--- src/rtl/core_pkg.sv ---
// Shared types for the execute-stage multi-cycle result buffer.
// The entry layout and pointer width are fixed here for the whole core.
package core_pkg;

  localparam int unsigned CORE_PAYLOAD_W = 64;
  localparam int unsigned CORE_RES_W     = 32;
  localparam int unsigned CORE_DEPTH     = 2;
  localparam int unsigned PTR_W          = $clog2(CORE_DEPTH);

  // pending is kept beside the storage because it must be reset, the data is not
  typedef struct packed {
    logic [CORE_PAYLOAD_W-1:0] payload;
    logic [CORE_RES_W-1:0]     result;
    logic                      from_mc;
  } mc_entry_t;

endpackage

--- src/rtl/exe_mc_buf_mem.sv ---
// Entry storage: one full-entry write port, one result-only update port for
// multi-cycle completions, one asynchronous read port for the head.
module exe_mc_buf_mem
  import core_pkg::*;
#(
  parameter int unsigned DEPTH = CORE_DEPTH
) (
  input  logic                  Clk,
  input  logic                  wr_en,
  input  logic [PTR_W-1:0]      wr_idx,
  input  mc_entry_t             wr_entry,
  input  logic                  upd_en,
  input  logic [PTR_W-1:0]      upd_idx,
  input  logic [CORE_RES_W-1:0] upd_result,
  input  logic [PTR_W-1:0]      rd_idx,
  output mc_entry_t             rd_entry
);

  mc_entry_t mem_q [DEPTH];

  // wr_idx and upd_idx never collide: the update target is occupied, the write target is free
  always_ff @(posedge Clk) begin
    if (wr_en)  mem_q[wr_idx]        <= wr_entry;
    if (upd_en) mem_q[upd_idx].result <= upd_result;
  end

  assign rd_entry = mem_q[rd_idx];

endmodule

--- src/rtl/exe_mc_buf.sv ---
// In-order execute result buffer: single-cycle results and at most one
// outstanding multi-cycle op, retired to the next stage in program order.
module exe_mc_buf
  import core_pkg::*;
#(
  parameter int unsigned PAYLOAD_W = CORE_PAYLOAD_W,
  parameter int unsigned RES_W     = CORE_RES_W,
  parameter int unsigned DEPTH     = CORE_DEPTH
) (
  input  logic                 Clk,
  input  logic                 Clr_n,
  input  logic                 in_valid,
  output logic                 in_ready,
  input  logic                 in_mc,
  input  logic [PAYLOAD_W-1:0] in_payload,
  input  logic [RES_W-1:0]     in_result,
  output logic                 mc_req,
  input  logic                 mc_done,
  input  logic [RES_W-1:0]     mc_result,
  output logic                 mc_kill,
  output logic                 out_valid,
  input  logic                 out_ready,
  output logic [PAYLOAD_W-1:0] out_payload,
  output logic [RES_W-1:0]     out_result,
  output logic                 out_from_mc,
  input  logic                 flush,
  output logic                 busy,
  output logic                 mc_spurious
);

  // Handshakes: a transfer happens on a cycle where valid && ready are both 1;
  // in_ready never depends on out_ready, and flush cancels every transfer in its cycle.

  localparam int unsigned CNT_W = PTR_W + 1;
  localparam logic [CNT_W-1:0] FULL_CNT = CNT_W'(DEPTH);

  logic [PTR_W-1:0] wr_ptr, rd_ptr, mc_idx;
  logic [CNT_W-1:0] count;
  logic [DEPTH-1:0] pending;
  logic             mc_inflight;
  logic             push, pop, mc_complete;
  mc_entry_t        wr_entry, rd_entry;

  assign in_ready    = (count < FULL_CNT) && !(in_mc && mc_inflight);
  assign push        = in_valid && in_ready && !flush;
  assign out_valid   = (count != '0) && !pending[rd_ptr];
  assign pop         = out_valid && out_ready && !flush;
  assign mc_complete = mc_done && mc_inflight && !flush;

  assign mc_req      = push && in_mc;
  assign mc_kill     = flush && mc_inflight;
  assign mc_spurious = mc_done && !mc_inflight;
  assign busy        = mc_inflight;

  assign wr_entry.payload = in_payload;
  assign wr_entry.result  = in_mc ? '0 : in_result;
  assign wr_entry.from_mc = in_mc;

  assign out_payload = rd_entry.payload;
  assign out_result  = rd_entry.result;
  assign out_from_mc = rd_entry.from_mc;

  always_ff @(posedge Clk or negedge Clr_n) begin
    if (!Clr_n) begin
      wr_ptr      <= '0;
      rd_ptr      <= '0;
      count       <= '0;
      pending     <= '0;
      mc_inflight <= 1'b0;
      mc_idx      <= '0;
    end else if (flush) begin
      wr_ptr      <= '0;
      rd_ptr      <= '0;
      count       <= '0;
      pending     <= '0;
      mc_inflight <= 1'b0;
    end else begin
      if (push) wr_ptr <= wr_ptr + PTR_W'(1);
      if (pop)  rd_ptr <= rd_ptr + PTR_W'(1);
      case ({push, pop})
        2'b10:   count <= count + CNT_W'(1);
        2'b01:   count <= count - CNT_W'(1);
        default: count <= count;
      endcase
      // completion is applied before a launch so the old op retires first
      if (mc_complete) begin
        pending[mc_idx] <= 1'b0;
        mc_inflight     <= 1'b0;
      end
      if (push) begin
        pending[wr_ptr] <= in_mc;
        if (in_mc) begin
          mc_inflight <= 1'b1;
          mc_idx      <= wr_ptr;
        end
      end
    end
  end

  exe_mc_buf_mem #(
    .DEPTH(DEPTH)
  ) u_mem (
    .Clk       (Clk),
    .wr_en     (push),
    .wr_idx    (wr_ptr),
    .wr_entry  (wr_entry),
    .upd_en    (mc_complete),
    .upd_idx   (mc_idx),
    .upd_result(mc_result),
    .rd_idx    (rd_ptr),
    .rd_entry  (rd_entry)
  );

endmodule

--- config.mk ---
export PLATFORM = sky130hd
export DESIGN_NAME = exe_mc_buf
export DESIGN_NICKNAME = d
export VERILOG_FILES = /design/src/rtl/core_pkg.sv /design/src/rtl/exe_mc_buf_mem.sv /design/src/rtl/exe_mc_buf.sv
export SDC_FILE = /design/constraint.sdc
export NUM_CORES = 1
export LEC_CHECK = 0
export ABC_AREA = 1
export BUFFER_PORTS_ARGS = -buffer_cell sky130_fd_sc_hd__clkbuf_2
export CAP_MARGIN = 20
export CORE_MARGIN = 4
export CORE_UTILIZATION = 25
export CTS_BUF_LIST = sky130_fd_sc_hd__clkbuf_4 sky130_fd_sc_hd__clkbuf_8 sky130_fd_sc_hd__clkbuf_16
export DETAILED_ROUTE_END_ITERATION = 8
export PLACE_DENSITY_LB_ADDON = 0.25
export SLEW_MARGIN = 10
export SYNTH_ARGS = -nofsm -noshare
export SYNTH_HDL_FRONTEND = slang
export SYNTH_SLANG_ARGS = --single-unit
export TNS_END_PERCENT = 30
--- constraint.sdc ---
create_clock -name Clk -period 1.9 [get_ports Clk]
set_input_delay 0.095 -clock Clk [delete_from_list [all_inputs] [get_ports Clk]]
set_output_delay 0.095 -clock Clk [all_outputs]
set_load 0.05 [all_outputs]
==> flow_summary.ini, run 1 <==
[clock_network]
cts_tree = built
cts_sinks = 202
cts_max_path_buffers = 3
cts_buffers = 24
cts.clk_slew.worst_paths_ns = 0.06
clockRootBuffer = clkbuf_16
htreeDepth = 1
clkLatencyLatePin_ns = 0.51
cts_setup_buffers = 0

[synthesis]
synth.area.top_cells = edfxtp_1, nand2_1, nand3_2
synth-main-ff-cell = edfxtp_1
yosys.area.top_type = edfxtp_1
ys_seq_area_frac = 0.6489
synth_adder_area_share = 0
synth_xor_area_frac = 0
synth_compound_area_frac = 0.05726
synth.net_count = 961
ys.warnings.count = 0
synth_cell_types = 31
async_flop_share = 0.03960
syn_area_um2 = 9286
postSynthCellCount = 826
synth_mux_area_frac = 0
synth_top_family_by_area = simple AND/OR/NAND/NOR gates
synth.avg_cell_area_um2 = 11.24
synth_top_cell_area_share = 0.6273
yosys.area_share.simple = 0.2214
synth_edf_count = 194
ys_ff_latch = 202

[power]
p_leak_nw = 5.920
powerDensity_nw_per_um2 = 1108
irDropWorstVdd_mv = 0.6439
finalPower_w = 0.01541

[floorplanning]
initial_core_util = 0.2537
fp.dieW_um = 200.7
die_area_um2 = 40290
num_rows = 70
die_h_um = 200.7
ios = 238
core-area_um2 = 36610

[detailed_routing]
drt-initial-drc-count = 223
vias_per_cell = 4.176
ant_nets = 0
wl_per_cell_um = 16.31
drc = 0
wl_um = 27180
vias = 6957
firstDrtPassIters = 5

[timing]
max_freq_mhz = 542.7
hold_viol_final = 0
rsz0062_at_grt = true
relSlewSlack = 0.6684
finalSetupViolCount = 0
tightestPinTransition_ns = 0.4974
clock_skew_ns = 0.007525
period_share = 0.9697
fin_crit_ns = 1.843
slew_violations = 0

[grt]
grt_max_degree = 40
grt_antenna_before_repair = 0
grt_util_all_layers = 0.1313
grt_pass1_vias = 7261
grt_pass1_wl_um = 42050
overflow = 0

[setup_path]
critical_path_class = flip-flop to primary output
slowest_delay_ns = 0.51
crit_start = rd_ptr$_DFFE_PN0P_
critPathTopFamily = buffers and inverters
critPathMaxFanout = 20
cp.buffers_inverters = 4
cp_slowest_cell = dfrtp_4
arrival_ns = 1.75
required_ns = 1.80
worst_setup_path_start_kind = flip-flop
timing.rr.start = busy$_DFF_PN0_
cp_cell_sequence = clkinv_8 -> buf_12 -> nand2_2 -> nand3_2 -> inv_1 -> buf_8
cp-end-kind = primary output

[finish]
drive_above_1_share = 0.3806
stdcell_count = 1666
n_antenna_cell = 0
fin_area_um2 = 13900
area_delta_synth_final_pct = 49.73
fin_util = 0.3798
fin_nets = 1315

[run]
max_cap_violations = 0

[place]
post-place-cells = 1515
dpl_cell_area_um2 = 11440
io_buffers = 237
gp_congestion = 0.7432
dp_hpwl_um = 17570

[run_status]
status = completed

[hold_path]
hold_path_class = input port to async pin
state kept, by name, indices dropped and copies added, names as in the netlist:
name         flops
mc_idx           1
wr_ptr           1
count            2
rd_ptr           1
pending          2
busy             1
u_mem.mem_q    194
where the power goes:
group | internal (W) | switching, W
Combinational | 0.00182 | 0.00339
Sequential | 0.00526 | 0.000103
Clock | 0.00299 | 0.00185
Total | 0.0101 | 0.00535
timing repair:
action,4_1_cts,5_1_grt
hold buffers,104,0
resized for setup,114,97
gates cloned,1,2
setup endpoints to repair,95,85
endpoints found under the hold margin,205,0
pin swaps,0,0
layout make-up:
class                      count  area [um2]
inverter                      79       334.1
fill                        3579       22710
sequential                   202        6031
multi-input combinational    499        2669
clock inverter                16       186.4
clock buffer                  28       648.1
timing repair buffer         374        3451
tap                          468       585.6
per-layer routing:
metal	GRT usage	up-vias	part of all wire
li1	-	3457	-
met2	0.2376	160	0.51
met3	0.02520	44	0.050
met1	0.1567	3296	0.40
met5	0	-	0
met4	0.04400	0	0.035
placed cells by master, fill, tap and decap left out, drive strengths merged, types with 5 or more instances in the layout:
cell type / synthesis / final
a21oi: 5 / 5
buf: 25 / 107
clkbuf: 21 / 191
clkinv: 2 / 13
dfrtp: 8 / 8
dlygate4sd3: 0 / 104
edfxtp: 194 / 194
inv: 77 / 78
nand2: 316 / 316
nand3: 71 / 71
nor2: 36 / 36
o21ai: 68 / 68
path summary, 6_finish.rpt:
check	end	cells after the start	slack, ns
worst max-delay path	out_valid	6	0.06
worst min-delay path	pending[0]$_DFF_PN0_	2	0.0006
worst max register to register	u_mem.mem_q[0][30]$_DFFE_PP_	8	0.25
worst min register to register	count[0]$_DFFE_PN0P_	2	0.54
max in group asynchronous	rd_ptr$_DFFE_PN0P_	2	1.68
min in group Clk	u_mem.mem_q[1][17]$_DFFE_PP_	5	0.03
cell families (layout without fill, tap and decap cells):
logic type,count (synthesis),after routing
AO/OA/AOI/OAI,74,74
buffers and inverters,125,497
flip-flops,202,202
AND/OR/NAND/NOR,425,425
Yosys cell counts, types with 2 or more instances:
| cell type | count |
|---|---|
| o21ai_0 | 4 |
| buf_4 | 2 |
| nand3_2 | 60 |
| buf_12 | 3 |
| buf_6 | 11 |
| edfxtp_1 | 194 |
| o21ai_1 | 23 |
| buf_1 | 3 |
| dfrtp_1 | 8 |
| nand2_2 | 5 |
| clkbuf_2 | 2 |
| a21oi_1 | 4 |
| clkbuf_1 | 19 |
| o21ai_2 | 41 |
| nand2_4 | 2 |
| inv_1 | 76 |
| nand3_1 | 10 |
| buf_8 | 3 |
| buf_2 | 3 |
| clkinv_8 | 2 |
| nor2_1 | 33 |
| nand2_1 | 309 |
per-stage QoR:
step / hold WS (ns) / setup slack (ns) / setup TNS [ns]
finish: 0.0005907 / 0.05748 / 0
detailed placement: -0.02645 / 0.2333 / 0
CTS: 0.006004 / -0.04297 / -0.4935
global route: 0.01910 / -0.03332 / -0.2207
global placement: -0.03279 / 0.2494 / 0
floorplan: -0.2006 / 0.1482 / 0
Note: power is estimated with default switching activity, not from simulation.
==> run 2: changes to the inputs <==
- CTS_CLUSTER_DIAMETER: default -> 50
- MAX_ROUTING_LAYER: default -> met4
==> run 2 against run 1 <==
Wire length fell by 0.22%; non-clock buffer count is 14 higher; die area unchanged; count of clock-buffer cells in the layout rose by 3; worst hold slack improved by 0.030 ns; register-to-register slack hardly changed; first-iteration DRC count decreased by 14%.
==> flow_summary.ini, run 2 (synthesized netlist as in run 1, its figures left out) <==
[setup_path]
critical_path_class = flip-flop to primary output
arrival_ns = 1.78
cp_cell_sequence = clkinv_8 -> buf_12 -> nand2_1 -> nand3_2 -> inv_1 -> buf_8
r2r-end = u_mem.mem_q[0][33]$_DFFE_PP_
cp-end-kind = primary output
reg2reg_slack_ns = 0.25
cp_slowest_cell = dfrtp_4
cp.depth = 6
cp.buffers_inverters = 4
crit_start = rd_ptr$_DFFE_PN0P_
critPathTopFamily = buffers and inverters
timing.rr.start = count[1]$_DFFE_PN0P_
slowest_delay_ns = 0.50
reg2reg_depth = 6
required_ns = 1.80
worst_setup_path_start_kind = flip-flop
critPathMaxFanout = 20

[hold_path]
holdPathEnd = u_mem.mem_q[1][29]$_DFFE_PP_
min_from = in_result[28]
holdPathStages = 5
hold_path_class = input port to flip-flop

[clock_network]
clkLatencyLatePin_ns = 0.54
cts_sinks = 202
cts_max_path_buffers = 3
cts_setup_buffers = 0
htreeDepth = 1
cts_tree = built
clockRootBuffer = clkbuf_16
cts.clk_slew.worst_paths_ns = 0.06
cts_buffers = 30

[finish]
nFillCells = 3531
area_delta_synth_final_pct = 55.59
drive_above_1_share = 0.3913
fin_nets = 1335
stdcell_count = 1693
final_cell_mix = nand2_1, edfxtp_1, clkbuf_2, dlygate4sd3_1, inv_1
fin_util = 0.3947
largest_reg_flops = 194
top_register = u_mem.mem_q
final_common_cell = nand2_1
fin_area_um2 = 14450
largestRegisters = u_mem.mem_q x194, count x2, pending x2

[floorplanning]
die_h_um = 200.7
core-area_um2 = 36610
initial_core_util = 0.2537
fp.dieW_um = 200.7
die_area_um2 = 40290
ios = 238
num_rows = 70

[timing]
finalSetupViolCount = 0
relSlewSlack = 0.6628
timing.final.ws_setup_ns = 0.02914
hold_viol_final = 0
max_freq_mhz = 534.5
period_share = 0.9847
tightestPinTransition_ns = 0.5058
slew_violations = 0
rsz0062_at_grt = true
clock_skew_ns = 0.01297
worst_hold_slack_ns = 0.03039
fin_crit_ns = 1.871

[power]
powerDensity_nw_per_um2 = 1163
p_leak_nw = 6.127
irDropWorstVdd_mv = 0.7654

[place]
dp_hpwl_um = 17570
pre_cts_ws_ns = 0.2333
post-place-cells = 1515
dpl_cell_area_um2 = 11440
gp_congestion = 0.7525
io_buffers = 237

[detailed_routing]
wl_per_cell_um = 16.02
drt-initial-drc-count = 192
ant_nets = 0
vias_per_cell = 4.187
firstDrtPassIters = 4
wl_um = 27120
vias = 7088
drc = 0

[grt]
grt_util_all_layers = 0.1358
grt_pass1_wl_um = 42490
grt_pass1_vias = 7462
overflow = 0
grt_antenna_before_repair = 1
grt_max_degree = 40

[run]
max_cap_violations = 0

[run_status]
status = completed
[run 2: changes by cell type in the layout (fill, tap and decap cells not counted), sizes merged]
cell | previous run | this run
buf | 107 | 114
bufinv | 4 | 7
clkbuf | 191 | 186
clkinv | 13 | 12
clkinvlp | 0 | 1
diode | 0 | 1
dlygate4sd3 | 104 | 119
inv | 78 | 84
[run 2: power by group]
group	switching (W)	total [W]	internal, W
logic	0.00342	0.00532	0.00190
registers	0.000102	0.00536	0.00526
clock network	0.00215	0.00612	0.00398
total	0.00567	0.0168	0.0111
[run 2: worst max path at each step]
stage	endpoint	slack, ns
2_1_floorplan	u_mem.mem_q[1][0]$_DFFE_PP_	0.15
3_3_place_gp	u_mem.mem_q[0][34]$_DFFE_PP_	0.25
3_5_place_dp	u_mem.mem_q[0][3]$_DFFE_PP_	0.23
4_1_cts	out_payload[8]	-0.06
5_1_grt	out_valid	-0.06
6_report	out_valid	0.03
[run 2: through the flow]
stage,setup TNS [ns],total power (W)
final,0,0.01680
after global routing,-0.7353,0.01750
after CTS,-1.139,0.01682
after detailed placement,0,0.009928
after global placement,0,0.009917
after floorplan,0,0.008318
[run 2: final cells by class]
cell class	count	area, um2	share of cell area
Timing Repair Buffer	388	3659	0.2532
Tap cell	468	585.6	0.04053
Sequential cell	202	6031	0.4174
Clock buffer	31	775.7	0.05369
Multi-Input combinational cell	499	2708	0.1874
Antenna cell	1	2.502	0.0001732
Inverter	79	334.1	0.02312
Clock inverter	25	354.1	0.02451
[run 2: worst register-to-register path: stages (launching register included)]
cell,delay [ns]
dfrtp_1,0.41
inv_1,0.12
nand3_4,0.12
nor2_8,0.13
nand2_4,0.10
clkinv_8,0.19
buf_4,0.27
[run 2: layer usage]
layer	global-route usage	routed length, um
met5	-	0
met4	0.04425	906
met3	0.02294	1189
met2	0.2409	14010
met1	0.1570	11010
[run 2: what timing repair did]
item                                    CTS  global route
resized for setup                       137           102
hold endpoints to repair                206             0
cloned                                    1             1
hold buffers                            119             0
endpoints found under the setup margin   96            96
pin swaps                                 0             1
